## src/rtl/cpu_write_buffer.sv

```systemverilog
// cpu_write_buffer: posted-write buffer between a CPU data port and the bus arbiter.
// Writes are acknowledged as soon as they land in a small circular FIFO. A drain FSM
// pushes the FIFO out to the bus. Reads wait until the buffer is empty and the FSM
// is idle, so program order is kept without store-to-load forwarding.
module cpu_write_buffer #(
    parameter int DEPTH = 4
) (
    input  logic        i_clock,
    input  logic        i_reset,
    input  logic        i_rw,
    input  logic        i_request,
    output logic        o_ready,
    input  logic [31:0] i_address,
    input  logic [31:0] i_wdata,
    output logic [31:0] o_rdata,
    output logic        o_bus_rw,
    output logic        o_bus_request,
    input  logic        i_bus_ready,
    output logic [31:0] o_bus_address,
    input  logic [31:0] i_bus_rdata,
    output logic [31:0] o_bus_wdata,
    output logic        o_idle
);

    localparam int PTR_W = (DEPTH > 1) ? $clog2(DEPTH) : 1;
    localparam int CNT_W = $clog2(DEPTH + 1);

    typedef enum logic [1:0] {
        IDLE,
        WRITE,
        READ,
        RELEASE
    } state_t;

    logic [31:0]      fifo_address [DEPTH];
    logic [31:0]      fifo_wdata   [DEPTH];
    logic [PTR_W-1:0] head;
    logic [PTR_W-1:0] tail;
    logic [CNT_W-1:0] count;
    logic [CNT_W-1:0] count_next;

    state_t state;
    state_t state_next;

    logic        ack_latch;
    logic        armed;
    logic        push;
    logic        pop;
    logic        read_done;

    logic        bus_request_next;
    logic        bus_rw_next;
    logic [31:0] bus_address_next;
    logic [31:0] bus_wdata_next;

    // A request is only live until it has been acknowledged and then seen low once.
    assign armed     = i_request && !ack_latch;
    // Fullness is judged on the registered count, so a pop frees its slot one cycle later.
    assign push      = armed && i_rw && (count < CNT_W'(DEPTH));
    assign pop       = (state == WRITE) && i_bus_ready;
    assign read_done = (state == READ) && i_bus_ready;

    // Occupancy after this cycle's push and/or pop; a simultaneous pair cancels out.
    always_comb begin
        count_next = count;
        if (push && !pop) begin
            count_next = count + CNT_W'(1);
        end else if (pop && !push) begin
            count_next = count - CNT_W'(1);
        end
    end

    // Drain FSM next state and next registered bus outputs; writes win over reads.
    always_comb begin
        state_next       = state;
        bus_request_next = o_bus_request;
        bus_rw_next      = o_bus_rw;
        bus_address_next = o_bus_address;
        bus_wdata_next   = o_bus_wdata;
        case (state)
            IDLE: begin
                if (count != '0) begin
                    state_next       = WRITE;
                    bus_request_next = 1'b1;
                    bus_rw_next      = 1'b1;
                    bus_address_next = fifo_address[head];
                    bus_wdata_next   = fifo_wdata[head];
                end else if (armed && !i_rw) begin
                    state_next       = READ;
                    bus_request_next = 1'b1;
                    bus_rw_next      = 1'b0;
                    bus_address_next = i_address;
                    bus_wdata_next   = 32'd0;
                end else begin
                    bus_request_next = 1'b0;
                end
            end
            WRITE: begin
                if (i_bus_ready) begin
                    state_next       = RELEASE;
                    bus_request_next = 1'b0;
                end
            end
            READ: begin
                if (i_bus_ready) begin
                    state_next       = RELEASE;
                    bus_request_next = 1'b0;
                end
            end
            RELEASE: begin
                state_next       = IDLE;
                bus_request_next = 1'b0;
            end
            default: begin
                state_next       = IDLE;
                bus_request_next = 1'b0;
            end
        endcase
    end

    // Drain FSM state register, registered bus outputs and the idle flag.
    always_ff @(posedge i_clock) begin
        if (!i_reset) begin
            state         <= IDLE;
            o_bus_request <= 1'b0;
            o_bus_rw      <= 1'b0;
            o_bus_address <= 32'd0;
            o_bus_wdata   <= 32'd0;
            o_idle        <= 1'b1;
        end else begin
            state         <= state_next;
            o_bus_request <= bus_request_next;
            o_bus_rw      <= bus_rw_next;
            o_bus_address <= bus_address_next;
            o_bus_wdata   <= bus_wdata_next;
            o_idle        <= (count_next == '0) && (state_next == IDLE);
        end
    end

    // FIFO pointers and occupancy; power-of-two depth lets the pointers wrap naturally.
    always_ff @(posedge i_clock) begin
        if (!i_reset) begin
            head  <= '0;
            tail  <= '0;
            count <= '0;
        end else begin
            if (push) begin
                tail <= tail + PTR_W'(1);
            end
            if (pop) begin
                head <= head + PTR_W'(1);
            end
            count <= count_next;
        end
    end

    // FIFO storage; contents are qualified by count so they need no reset.
    always_ff @(posedge i_clock) begin
        if (push) begin
            fifo_address[tail] <= i_address;
            fifo_wdata[tail]   <= i_wdata;
        end
    end

    // Upstream handshake: one-cycle ready pulse, read data capture and acknowledge latch.
    always_ff @(posedge i_clock) begin
        if (!i_reset) begin
            o_ready   <= 1'b0;
            o_rdata   <= 32'd0;
            ack_latch <= 1'b0;
        end else begin
            o_ready <= push || read_done;
            if (read_done) begin
                o_rdata <= i_bus_rdata;
            end
            if (!i_request) begin
                ack_latch <= 1'b0;
            end else if (push || read_done) begin
                ack_latch <= 1'b1;
            end
        end
    end

endmodule

```

## config.mk

```make
export PLATFORM = sky130hd
export DESIGN_NAME = cpu_write_buffer
export DESIGN_NICKNAME = d
export VERILOG_FILES = /design/src/rtl/cpu_write_buffer.sv
export SDC_FILE = /design/constraint.sdc
export NUM_CORES = 1
export LEC_CHECK = 0
export ABC_AREA = 1
export CORE_MARGIN = 10
export CORE_UTILIZATION = 40
export CTS_CLUSTER_DIAMETER = 200
export CTS_CLUSTER_SIZE = 12
export DETAILED_ROUTE_END_ITERATION = 12
export HOLD_SLACK_MARGIN = 0.05
export PLACE_DENSITY = 0.74
export SYNTH_ARGS = -nofsm -noshare
export SYNTH_HDL_FRONTEND = slang
export SYNTH_SLANG_ARGS = --single-unit
```

## constraint.sdc

```tcl
create_clock -name i_clock -period 4.8 [get_ports i_clock]
set_clock_uncertainty 0.15 [all_clocks]
set_input_delay 0.96 -clock i_clock [delete_from_list [all_inputs] [get_ports i_clock]]
set_output_delay 0.96 -clock i_clock [all_outputs]
set_load 0.01 [all_outputs]
```

# ---- Word level (Yosys, flattened, before mapping)
# Memories as Yosys holds them, arrays and structs flattened. A register that Yosys moved wholly into a read port is not among the register bits.
# Index checks and enable logic that the tools add are counted.
dict set report word_totals {
  mem_bits_rw 256
  wordCells 67
  regBits 110
  n_memories 2
}
dict set report classes {
  mux 22
  magnitude_cmp 1
  n_eq_ne 4
  n_reduce_logical 22
  n_addsub 4
}
# name depth width rd rd_ports_with_merged_regs wr line
set mem_list {}
lappend mem_list {fifo_address 4 32 1 1 1 35} ;# logic [31:0] fifo_address [DEPTH];
lappend mem_list {fifo_wdata 4 32 1 1 1 36} ;# logic [31:0] fifo_wdata [DEPTH];
# operator count
set op_table {}
lappend op_table {{32-bit two-way mux} 4}
lappend op_table {{2-bit two-way mux} 7}
lappend op_table {{1-bit logical AND} 9}
lappend op_table {{1-bit two-way mux} 7}
lappend op_table {{3-bit two-way mux} 2}
lappend op_table {{2-bit one-hot mux with 3 select lines} 1}
lappend op_table {{2-bit by 1-bit adder with 2-bit output (second input constant)} 2}
lappend op_table {{2-bit == test (second input constant)} 2}
lappend op_table {{1-bit zero test} 4}
lappend op_table {{2-bit zero test} 2}
lappend op_table {{2-bit AND reduction} 2}
lappend op_table {{3-bit by 1-bit adder with 3-bit output (second input constant)} 1}
lappend op_table {{3-bit zero test} 1}
lappend op_table {{3-bit less-than comparator (second input constant)} 1}
lappend op_table {{1-bit one-hot mux with 3 select lines} 1}
lappend op_table {{3-bit nonzero test} 1}
lappend op_table {{3-bit by 1-bit subtractor with 3-bit output (second input constant)} 1}
lappend op_table {{2-bit by 1-bit == test with 1-bit output (second input constant)} 1}
lappend op_table {{2-bit by 1-bit != test with 1-bit output (second input constant)} 1}
lappend op_table {{2-bit nonzero test} 1}
lappend op_table {{2-bit OR reduction} 1}
lappend op_table {{1-bit logical OR} 1}

# ---- Longest topological paths before layout
dict set report depth {
  ltp_word 10
  depth_mapped 11
  ltp_nobuf 11
}

# ---- Worst setup path after synthesis
# No wires, ideal clock.
dict set report synth_path {
  path_type {input port to flip-flop}
  start {input i_rw}
  end {memory fifo_address[0][0] (enable)}
  setup_slack_ns 0.137
  arrival_time_ns 4.027
  required_time_ns 4.164
  setup_ns 0.486
  path_stages 5
  cell_sequence {inv_1 nor2_1 nand2_1 buf_2 nor2_1}
}
dict set report synth_via {
  elab_chain_len 4
}
# element line
set synth_lines {}
lappend synth_lines {{from (decl)} 10} ;# input logic i_rw,
lappend synth_lines {{1-bit logical AND (2 in series)} 59} ;# assign push = armed && i_rw && (count < CNT_W'(DEPTH));
lappend synth_lines {{1-bit two-way mux} 159} ;# if (push) begin
lappend synth_lines {{1-bit two-way mux (not written as such)} 160} ;# fifo_address[tail] <= i_address;
lappend synth_lines {{to (decl)} 35}
# Every way passes these cells.

# ---- Final worst setup path
dict set report layout_path {
  start {input i_request}
  end {memory fifo_address[3][8] (enable)}
}
dict set report layout_via {
  elab_chain_len 5
}
# element line
set layout_lines {}
lappend layout_lines {{from (decl)} 11} ;# input logic i_request,
lappend layout_lines {{1-bit logical AND} 57} ;# assign armed = i_request && !ack_latch;
lappend layout_lines {{1-bit logical AND (2 in series)} 59}
lappend layout_lines {{1-bit two-way mux} 159}
lappend layout_lines {{1-bit two-way mux (not written as such)} 160}
# Every way passes these cells.

==> summary.md <==
| Metric | Value |
|---|---|
| Hold_ws | 315.4 ps |
| CP top delay family | simple AND/OR/NAND/NOR gates |
| Clock root cell | clkbuf_16 |
| CTS clk-pin slew, worst paths | 60 ps |
| Worst setup EP type | register |
| Number of synthesized flops with an enable pin | 256 |
| R2r endpoint | o_bus_wdata[8] |
| CP Data Required Time | 4850 ps |
| Final core occ | 50.35% |
| Peak VDD IR | 265.7 uV |
| Met2 WL | 17180 um |
| Number of global-route vias before repair | 9544 |
| Clock Sink Count | 368 |
| Tcrit/Tclk final | 63.33% |
| Final Non-Filler Cells | 1909 |
| Layout cell share with drive strength beyond 1 | 4.897% |
| DRT Pass-1 Iters | 5 |
| Endpoints failing hold | 0 |
| Total track usage | 15.48% |
| RSZ-0062 raised after global routing | false |
| Synth async-reset ratio | 0% |
| Relative slew slack | 22.97% |
| Number of port buffers | 200 |
| Met3 routed WL | 2173 um |
| Initial antenna violation count | 4 |
| Worst hold path class | register to register |
| Post-CTS sizing | 0 |
| Worst-path maximum fanout | 43 |
| Largest net degree at the start of global routing | 105 |
| DR top layer | met5 |
| CTS Buf Count | 36 |
| Setup CP Type | primary input to register |
| F_max | 0.3290 GHz |
| Number of cells on the critical path | 6 |
| Final ANT Viol Nets | 0 |
| Crit path time final | 3040 ps |
| Crit path from | i_request |
| Setup TNS | 0 ps |
| Seq/Total Area, Yosys | 71.12% |
| Post-DP HPWL | 20940 um |
| Vias per cell | 5.095 |
| First-pass GRT wire length | 52720 um |
| YS warnings | 0 |
| Initial DRC Count | 811 |
| Max-slew violations | 0 |
| Main synth FF type | edfxtp_1 |
| CORE AREA | 34460 um2 |
| IO Count | 201 |
| CTS HTree Levels | 2 |
| Leakage dissipation | 6.085 nW |
| DIE AREA | 42780 um2 |
| Syn avg cell area | 11.18 um2 |
| Postcts setup bufs | 0 |
| Wl on met1 | 14160 um |
| Chip width | 206.8 um |
| Outcome | finished, final reports clean |
| Element type at the critical path start | primary input |
| Post-Syn Nets | 1360 |
| Max cap viols | 0 |
| Pwr/cell area | 492.8 nW/um2 |
| Critical Path End | fifo_address[3][8] |
| Placed Cells incl. Taps | 1839 |
| #FFs+latches synth | 368 |
| Drt wl/cell | 17.98 um |
| Final GP Congestion | 0.7753 |
| Buf/Inv on CP | 3 |
| CP arrival | 3090 ps |
| CTS Buffer Depth | 3 |
| Most common cell after layout, fill and taps aside | nand2_1 |
| Final layout net count | 1533 |
| TritonCTS clock tree | done |
| Worst slew pin tran | 1156 ps |
| Rows | 68 |
| Crit path max-delay cell type | nor2_4 |
| Synthesis-to-layout area growth | 24.26% |
| Hold-fix buffers, CTS | 0 |
| Final WL | 34320 um |
| Commonest cells after routing, fill and taps aside | nand2_1, edfxtp_1, clkdlybuf4s50_1 |
| Max stage delay on crit path | 690 ps |
| Total grt overflow | 0 |
| Worst r2r src | count[0] |
| Reg2Reg Depth | 8 |
| R2r setup slk | 1920 ps |
| Drc violations | 0 |
| Die H | 206.8 um |
| Total power | 8.549 mW |
| Setup violators final | 0 |
| Netlist Area Pre-Place | 13960 um2 |
| Netlist cell types | 23 |
| DR vias | 9727 |
| Post-synthesis cell count | 1249 |
| Initial Utilization | 40.52% |
| Fillers | 2966 |
| Clk_lat worst skew | 530 ps |
| Critical path cell sequence | clkdlybuf4s50_1 -> inv_2 -> nor2_2 -> nand2_1 -> nor2_4 -> buf_12 |
[layout make-up]
type	instances	area, um2	share of cell area (%)
Tap cell	455	569.3	3.281
Inverter	29	113.9	0.6563
Antenna cell	4	10.01	0.05770
Clock inverter	3	45.04	0.2596
Clock buffer	63	1023	5.899
Timing Repair Buffer	214	2115	12.19
Multi-Input combinational cell	773	3538	20.40
Sequential cell	368	9935	57.26
[metal layers]
metal  up-vias  GRT usage (%)
li1       4703              -
met1      4695          19.21
met2       270          26.27
met3        57          3.527
met4         2          5.045
met5         -              0
[worst min-delay path by stage]
| stage | endpoint | slack [ps] | cells past startpoint | start |
|---|---|---|---|---|
| final | o_bus_rw | 320 | 2 | o_bus_rw |
| after global placement | o_bus_wdata[26] | 300 | 2 | o_bus_wdata[26] |
| after floorplan | register | 320 | 2 | head[0] |
| after CTS | o_bus_wdata[20] | 320 | 2 | o_bus_wdata[20] |
| after global routing | o_bus_wdata[17] | 340 | 2 | o_bus_wdata[17] |
| after detailed placement | o_bus_rw | 310 | 2 | o_bus_rw |
[sequential cells by signal, indices dropped and copies added, names as in the netlist, 2 cells and up, named ones only]
signal,cells
fifo_address,128
o_rdata,32
o_bus_address,32
count,3
o_bus_wdata,32
state,2
head,2
fifo_wdata,128
tail,2
[tightest hold or removal path, delay by kind of cell, from the launching register on]
family          cells  cell delay, ps
compound gates      1              50
flops               1             310
simple gates        1              60
[synth_stat cells (all sizes together) (12+ instances only)]
| library cell | number | area [um2] |
|---|---|---|
| o22ai | 32 | 200.2 |
| nor2 | 147 | 554.3 |
| buf | 47 | 295.3 |
| edfxtp | 256 | 7687 |
| nand3 | 97 | 485.5 |
| o21ai | 151 | 755.7 |
| dfxtp | 112 | 2242 |
| a21oi | 60 | 300.3 |
| clkbuf | 32 | 120.1 |
| a31oi | 12 | 75.07 |
| inv | 29 | 111.4 |
| nand2 | 262 | 993.5 |
[power breakdown]
| group | switching [mW] | internal [mW] |
|---|---|---|
| clock | 1.16 | 1.46 |
| combinational | 1.22 | 0.818 |
| sequential | 0.162 | 3.73 |
| total | 2.54 | 6.01 |
[through the flow]
step | cell area [um2] | setup slack [ps]
after CTS | 17340 | 1804
after detailed placement | 16270 | 1255
after global placement | 16270 | 1267
final | 17350 | 1760
after floorplan | 13960 | 136.6
after global routing | 17340 | 1648
[kinds of logic after synthesis]
family | share of synthesized area (%)
buffers and inverters | 3.773
AND/OR/NAND/NOR | 14.56
AO/OA/AOI/OAI | 9.589
flip-flops | 71.12
adder cells (fa/ha/maj) | 0.8961
XOR/XNOR | 0.06274
No activity file was read; power rests on OpenSTA's default activity.
